[src/rtl/hazard_stall_ctrl.sv]
// Stall/flush controller beside the ID stage: hazard stalls, multi-cycle branch flushes,
// memory-wait freezes and a stuck-handshake watchdog. Optional statistics via HAZARD_STATS_EN.
module hazard_stall_ctrl #(
    parameter int FLUSH_CYCLES = 1,
    parameter int WAIT_LIMIT   = 255
) (
    input  logic        clk,
    input  logic        rst,
    input  logic        hazard_detected,
    input  logic        branch_taken,
    input  logic        mem_req,
    input  logic        mem_ready,
    output logic        pc_freeze,
    output logic        if_id_freeze,
    output logic        if_id_flush,
    output logic        id_exe_bubble,
    output logic        back_freeze,
    output logic        mem_timeout,
    output logic [31:0] stall_count,
    output logic [31:0] flush_count
);
    typedef enum logic [1:0] {RUN, FLUSH, WAIT, FAULT} state_t;

    localparam logic [1:0]  FLUSH_RELOAD = 2'(FLUSH_CYCLES - 1);
    localparam logic [16:0] LIMIT        = 17'(WAIT_LIMIT);

    state_t      state_reg, state_next;
    state_t      ret_state_reg, ret_state_next;
    state_t      eval_state;
    logic [1:0]  flush_left_reg, flush_left_next;
    logic [15:0] wait_cnt_reg, wait_cnt_next;
    logic        mem_timeout_reg;

    logic        wait_now;
    logic        pc_frz, ifid_frz, ifid_fl, bubble, back_frz;

    assign wait_now = mem_req && !mem_ready;
    // A WAIT that releases this cycle behaves like the state it interrupted.
    assign eval_state = (state_reg == WAIT) ? ret_state_reg : state_reg;

    always_comb begin
        pc_frz          = 1'b0;
        ifid_frz        = 1'b0;
        ifid_fl         = 1'b0;
        bubble          = 1'b0;
        back_frz        = 1'b0;
        state_next      = state_reg;
        ret_state_next  = ret_state_reg;
        flush_left_next = flush_left_reg;
        wait_cnt_next   = wait_cnt_reg;

        if (state_reg == FAULT) begin
            pc_frz   = 1'b1;
            ifid_frz = 1'b1;
            back_frz = 1'b1;
        end else if (wait_now) begin
            pc_frz   = 1'b1;
            ifid_frz = 1'b1;
            back_frz = 1'b1;
            if (state_reg == WAIT) begin
                // wait_cnt counts earlier wait cycles; +1 includes the current one.
                if ({1'b0, wait_cnt_reg} + 17'd1 >= LIMIT)
                    state_next = FAULT;
                else
                    wait_cnt_next = wait_cnt_reg + 16'd1;
            end else begin
                ret_state_next = state_reg;
                wait_cnt_next  = 16'd1;
                state_next     = (LIMIT <= 17'd1) ? FAULT : WAIT;
            end
        end else begin
            wait_cnt_next = 16'd0;
            if (eval_state == FLUSH) begin
                ifid_fl         = 1'b1;
                flush_left_next = flush_left_reg - 2'd1;
                state_next      = (flush_left_reg <= 2'd1) ? RUN : FLUSH;
            end else begin
                state_next = RUN;
                if (hazard_detected) begin
                    pc_frz   = 1'b1;
                    ifid_frz = 1'b1;
                    bubble   = 1'b1;
                end else if (branch_taken) begin
                    ifid_fl = 1'b1;
                    if (FLUSH_CYCLES > 1) begin
                        state_next      = FLUSH;
                        flush_left_next = FLUSH_RELOAD;
                    end
                end
            end
        end
    end

    always_ff @(posedge clk or negedge rst) begin
        if (!rst) begin
            state_reg       <= RUN;
            ret_state_reg   <= RUN;
            flush_left_reg  <= 2'd0;
            wait_cnt_reg    <= 16'd0;
            mem_timeout_reg <= 1'b0;
        end else begin
            state_reg       <= state_next;
            ret_state_reg   <= ret_state_next;
            flush_left_reg  <= flush_left_next;
            wait_cnt_reg    <= wait_cnt_next;
            mem_timeout_reg <= (state_next == FAULT);
        end
    end

    assign pc_freeze     = rst & pc_frz;
    assign if_id_freeze  = rst & ifid_frz;
    assign if_id_flush   = rst & ifid_fl;
    assign id_exe_bubble = rst & bubble;
    assign back_freeze   = rst & back_frz;
    assign mem_timeout   = mem_timeout_reg;

`ifdef HAZARD_STATS_EN
    logic [31:0] stall_count_reg, flush_count_reg;
    logic        stall_event;

    // Fault freezes are not counted: they do not come from a live memory wait.
    assign stall_event = bubble || (wait_now && state_reg != FAULT);

    always_ff @(posedge clk or negedge rst) begin
        if (!rst) begin
            stall_count_reg <= 32'd0;
            flush_count_reg <= 32'd0;
        end else begin
            if (stall_event && stall_count_reg != 32'hFFFF_FFFF)
                stall_count_reg <= stall_count_reg + 32'd1;
            if (ifid_fl && flush_count_reg != 32'hFFFF_FFFF)
                flush_count_reg <= flush_count_reg + 32'd1;
        end
    end

    assign stall_count = stall_count_reg;
    assign flush_count = flush_count_reg;
`else
    assign stall_count = 32'd0;
    assign flush_count = 32'd0;
`endif
endmodule

[config.mk]
export PLATFORM = sky130hd
export DESIGN_NAME = hazard_stall_ctrl
export DESIGN_NICKNAME = d
export VERILOG_FILES = /design/src/rtl/hazard_stall_ctrl.sv
export SDC_FILE = /design/constraint.sdc
export NUM_CORES = 1
export LEC_CHECK = 0
export BUFFER_PORTS_ARGS = -buffer_cell sky130_fd_sc_hd__buf_2
export CAP_MARGIN = 15
export CORE_ASPECT_RATIO = 1.5
export CORE_MARGIN = 10
export CORE_UTILIZATION = 50
export CTS_BUF_LIST = sky130_fd_sc_hd__clkbuf_4
export DETAILED_ROUTE_END_ITERATION = 6
export HOLD_SLACK_MARGIN = 0.1
export PLACE_DENSITY = 0.83
export SETUP_SLACK_MARGIN = 0.02
export SLEW_MARGIN = 30
export SYNTH_ARGS = -nofsm -noshare
export SYNTH_HDL_FRONTEND = slang
export SYNTH_SLANG_ARGS = --single-unit
[constraint.sdc]
create_clock -name clk -period 3.7 [get_ports clk]
set_clock_uncertainty 0.1 [all_clocks]
set_input_delay 0.37 -clock clk [delete_from_list [all_inputs] [get_ports clk]]
set_output_delay 0.37 -clock clk [all_outputs]
set_load 0.005 [all_outputs]
---- After elaboration in Yosys (flattened, before gate mapping) ----
Cells that the tools add are included.
W data, S select, Z words.
operators by class
  $mul .................................... 0
  bitwise operators ....................... 6
  magnitude comparators ................... 2
  multiplexer cells ....................... 23
  shift-type cells ........................ 0
  reduce and logical (&&, ||, !) cells .... 5
  div/mod/pow operators ................... 0
  eq/ne operators ......................... 5
  add/subtract/negate cells ............... 3
operators by type and width
  cell                     count
  $mux W16                 3
  $add A16 B1 Y17 const B  1
  $ge A17 B8 Y1 const B    1
  $add A16 B1 Y16 const B  1
  $mux W1                  15
  $mux W2                  5
  $eq A2 B2 Y1 const B     3
  $and A1 B1 Y1            4
  $reduce_and A2 Y1        2
  $ne A3 B3 Y1 const B     1
  $reduce_and A3 Y1        1
  $eq A2 B1 Y1 const B     1
  $le A2 B1 Y1 const B     1
  $not A1 Y1               2
  $sub A2 B1 Y2 const B    1
  $logic_and A1 B1 Y1      1
  $logic_not A1 Y1         1
storage, ports and cells
  bits in writable memories ............... 0
  register bits after elaboration ......... 23
  output and inout bits ................... 70
  memories kept ........................... 0
  word-level logic and storage cells ...... 49
  bits of input ports ..................... 6
  bits in latches ......................... 0
  bits in read-only memories .............. 0

---- Depth between registers and ports, before layout ----
  depth in word-level cells ............... 7
  depth in mapped cells ................... 10
  gate-level depth less buffers ........... 9

---- Least setup slack after synthesis ----
No wires, ideal clock.
  path type ............................... register -> register
  start ................................... register wait_cnt_reg[0]
  end ..................................... register wait_cnt_reg[6]
  data arrival time ....................... 2.332 ns
  library setup time ...................... 0.138 ns
  data required time ...................... 3.462 ns
  period minus slack after synthesis ...... 2.570 ns
  path buffers ............................ 1
  path slack .............................. 1.130 ns
  stages on the path, launching flop included .. 10
  cell sequence ........................... dfrtp_1 > ha_1 > nand3_2 > nor2_1 > or4b_1 > o311ai_1 > or3b_1 > buf_2 > o311ai_1 > o211ai_1
on the way
  word-level cells in the longest chain between the ends .. 4
  elaborated cells on any way between the ends .. 8
  classes of those cells .................. add/sub: 2; order compare: 1; eq/ne: 1; mux: 3; reduce/logical: 1
RTL lines
  element                                                  RTL line  RTL
  start: declaration                                       31        logic [15:0] wait_cnt_reg, wait_cnt_next;
  start signal: assignment                                 105       wait_cnt_reg <= wait_cnt_next;
  $add A16 B1 Y17 or $add A16 B1 Y16 (tied branches)       62, 65
  $ge A17 B8 Y1 or $mux W16 (tied branches)                62        if ({1'b0, wait_cnt_reg} + 17'd1 >= LIMIT)
  $ne A3 B3 Y1 (no line) or $mux W16 (tied branches)       n/a
  $reduce_and A2 Y1 (no line) or $mux W16 (tied branches)  n/a
Several ways; a longest one is shown, not always the timed one. The select of a mux whose other input is x is not followed.
A chain may end at the register's enable or synchronous reset.

---- Worst setup path after layout ----
  start ................................... register wait_cnt_reg[0]
  end ..................................... register wait_cnt_reg[7]
The elaborated chain is that of the path after synthesis.

==> qor.txt <==
GR met3 Demand/Resource - 1.91%
critical path fanouts, max - 14
routed wire length - 3330 um
syn_area_per_cell - 8.84 um^2
DP HPWL - 2700 um
Final Setup Violations - 0
H-tree lvl count - 1
critical path class - flip-flop to flip-flop
Arrival @ worst endpoint - 3090 ps
starting density of the core - 52.1%
Flop pwr share - 60.6%
#FFs+latches synth - 23
vias in the first global route - 1244
clock sink count - 23
Synth area leaders - dfrtp_1 32%, buf_4 27%, and2_1 4.2%
cell taking the most area after synthesis - dfrtp_1
Internal Dissipation - 320 uW
relative slew slack - 64.1%
total track usage - 10.1%
number of diodes - 0
Sw Share - 27.8%
largest net degree at the start of global routing - 27
boundary pin count - 76
crit path time final - 2950 ps
cells after synthesis - 203
Max Root-Sink Buffers - 2
most used routing layer - met2
clk slew on worst S/H paths - 120 ps
max-slew violations - 0
post-placement cell area - 1640 um^2
post-synthesis cell area - 1800 um^2
core area - 3450 um^2
Seq/Total Area, Yosys - 32.1%
met1 usage - 10.6%
Max Clk Rate - 339 MHz
ratio of cells with drive above 1 in the final layout - 10.8%
leakage - 0.874 nW
power per cell area - 265 nW/um^2
status - completed
TritonCTS Buffers - 3
nets@finish - 223
ys async rst share - 100%
worst hold path type - input pin to flip-flop
FP Rows - 26
crit share post-route - 79.6%
global-route wire length before repair - 5260 um
DIE WIDTH - 68.9 um
drt first pass iters - 4
top-count cell post-synth - buf_4
Main synth FF type - dfrtp_1
NetSw - 123 uW
Worst-Skew Late Latency - 320 ps
via count - 1204
Core Util, Final - 48.5%
CTS root buffer - clkbuf_4
Max Cap Viol - 0
die span in y - 93.4 um
Final Power - 444 uW
endpoints failing hold - 0
Final Wtd Congestion - 0.790
CP Data Required Time - 3840 ps
synth warn - 0
I/O Buffers - 11
Initial DRC Count - 28
Max IR drop VDD - 0.000243 V
grt met2 use - 18.0%
TritonCTS clock tree - yes
area fraction of the dominant cell type after synthesis - 32.1%
final instance area - 1670 um^2
Post-synth EDFFs - 0
commonest cells in the netlist - 65 x buf_4, 23 x dfrtp_1, 12 x and2_1
Post CTS Setup Buffer Count - 0
Clk pwr share - 26.6%
Yosys cell types - 45
initial antenna violation count - 0
crit end category - flip-flop
Comb pwr share - 12.8%
grt ovf - 0
# DRC - 0
setup_tns - 0 ps
wire per inst - 13.1 um
Area Overhead vs Synth - -6.83%
DIE AREA - 6440 um^2
RSZ-0062 raised after global routing - no
DR vias/cell - 4.72
Worst Tran Pin Value - 538 ps
Final ANT Viol Nets - 0
max reg flops - 16
Startpoint Class - flip-flop
[power by group through the flow]
stage,clock network [mW],registers (mW),logic (mW)
3_5_place_dp,0,0.273,0.0536
5_1_grt,0.130,0.270,0.0663
3_3_place_gp,0,0.273,0.0509
6_report,0.118,0.269,0.0568
4_1_cts,0.121,0.269,0.0540
2_1_floorplan,0,0.272,0.0875
[area by class of cell]
cell class / instances / area, um^2
timing repair buffer: 12 / 65.1
inverter: 7 / 26.3
clock buffer: 3 / 22.5
sequential: 23 / 576
clock inverter: 1 / 5.00
tap: 42 / 52.6
fill: 335 / 1780
multi-input combinational: 167 / 926
[critical path, cell delays in order, from the launching register on]
cell and delay [ps]:
dfrtp_1 440, ha_1 240, nand3_2 160, nor2_1 150, or4b_1 440, o311ai_1 120, or3b_1 590, or3_1 430
o31ai_1 180
[placed cells by master, fill, tap and decap left out, types with 2 or more instances in the layout]
cell type / synthesis / final
buf_2: 1 / 11
and3_1: 3 / 3
a21oi_1: 2 / 2
inv_1: 7 / 7
and2_1: 12 / 12
conb_1: 1 / 64
nor3_1: 6 / 6
o311ai_0: 2 / 2
or4_1: 3 / 3
clkbuf_4: 0 / 3
o311ai_1: 2 / 2
ha_1: 3 / 3
nand2b_1: 3 / 3
nand3_1: 6 / 6
nor2_1: 7 / 7
mux2_2: 2 / 2
or2_2: 3 / 3
xnor2_1: 3 / 3
xor2_1: 3 / 3
o22ai_1: 2 / 2
a21o_1: 2 / 2
nand4_1: 2 / 2
nor2b_1: 2 / 2
nand2_1: 11 / 11
dfrtp_1: 23 / 23
o211ai_1: 4 / 4
or3_1: 3 / 3
[logic make-up (layout without fill, tap and decap cells)]
group / Yosys count / count (layout) / share of synthesized area (%)
other cells: 1 / 64 / 0.209
xor+xnor: 6 / 6 / 2.93
flops: 23 / 23 / 32.1
simple gates: 69 / 69 / 22.1
buf+inv: 76 / 23 / 29.5
compound gates: 22 / 22 / 9.27
fa+ha+maj: 3 / 3 / 2.09
mux: 3 / 3 / 1.81
[worst paths after layout]
kind	startpoint	endpoint	slack, ps	depth (start not counted)
min in group asynchronous	rst	wait_cnt_reg[13]$_DFFE_PN0P_	490	2
worst max register to register	wait_cnt_reg[0]$_DFFE_PN0P_	wait_cnt_reg[7]$_DFFE_PN0P_	750	8
worst min register to register	flush_left_reg[0]$_DFFE_PN0P_	flush_left_reg[0]$_DFFE_PN0P_	390	1
worst min-delay path	mem_req	wait_cnt_reg[0]$_DFFE_PN0P_	260	3
worst max-delay path	wait_cnt_reg[0]$_DFFE_PN0P_	wait_cnt_reg[7]$_DFFE_PN0P_	750	8
max in group asynchronous	rst	wait_cnt_reg[2]$_DFFE_PN0P_	2650	2
[layer usage]
layer  up-vias  share of wire [%]
li1        582                  -
met1       552                 37
met2        63                 49
met3         7                 12
met4         0                1.8
met5         -                  0
[per-stage QoR]
| step | hold slack (ps) | worst slack [ps] | std cells |
|---|---|---|---|
| floorplan | -25.6 | 1130 | 266 |
| global placement | 286 | 870 | 250 |
| detailed placement | 287 | 789 | 250 |
| CTS | 262 | 765 | 255 |
| global route | 275 | 561 | 255 |
| finish | 263 | 753 | 255 |
[timing repair]
item                      CTS  global route
gates resized for setup     0             0
hold endpoints to repair   23             0
hold buffers                1             0
Power figures use the tool's default switching activity.
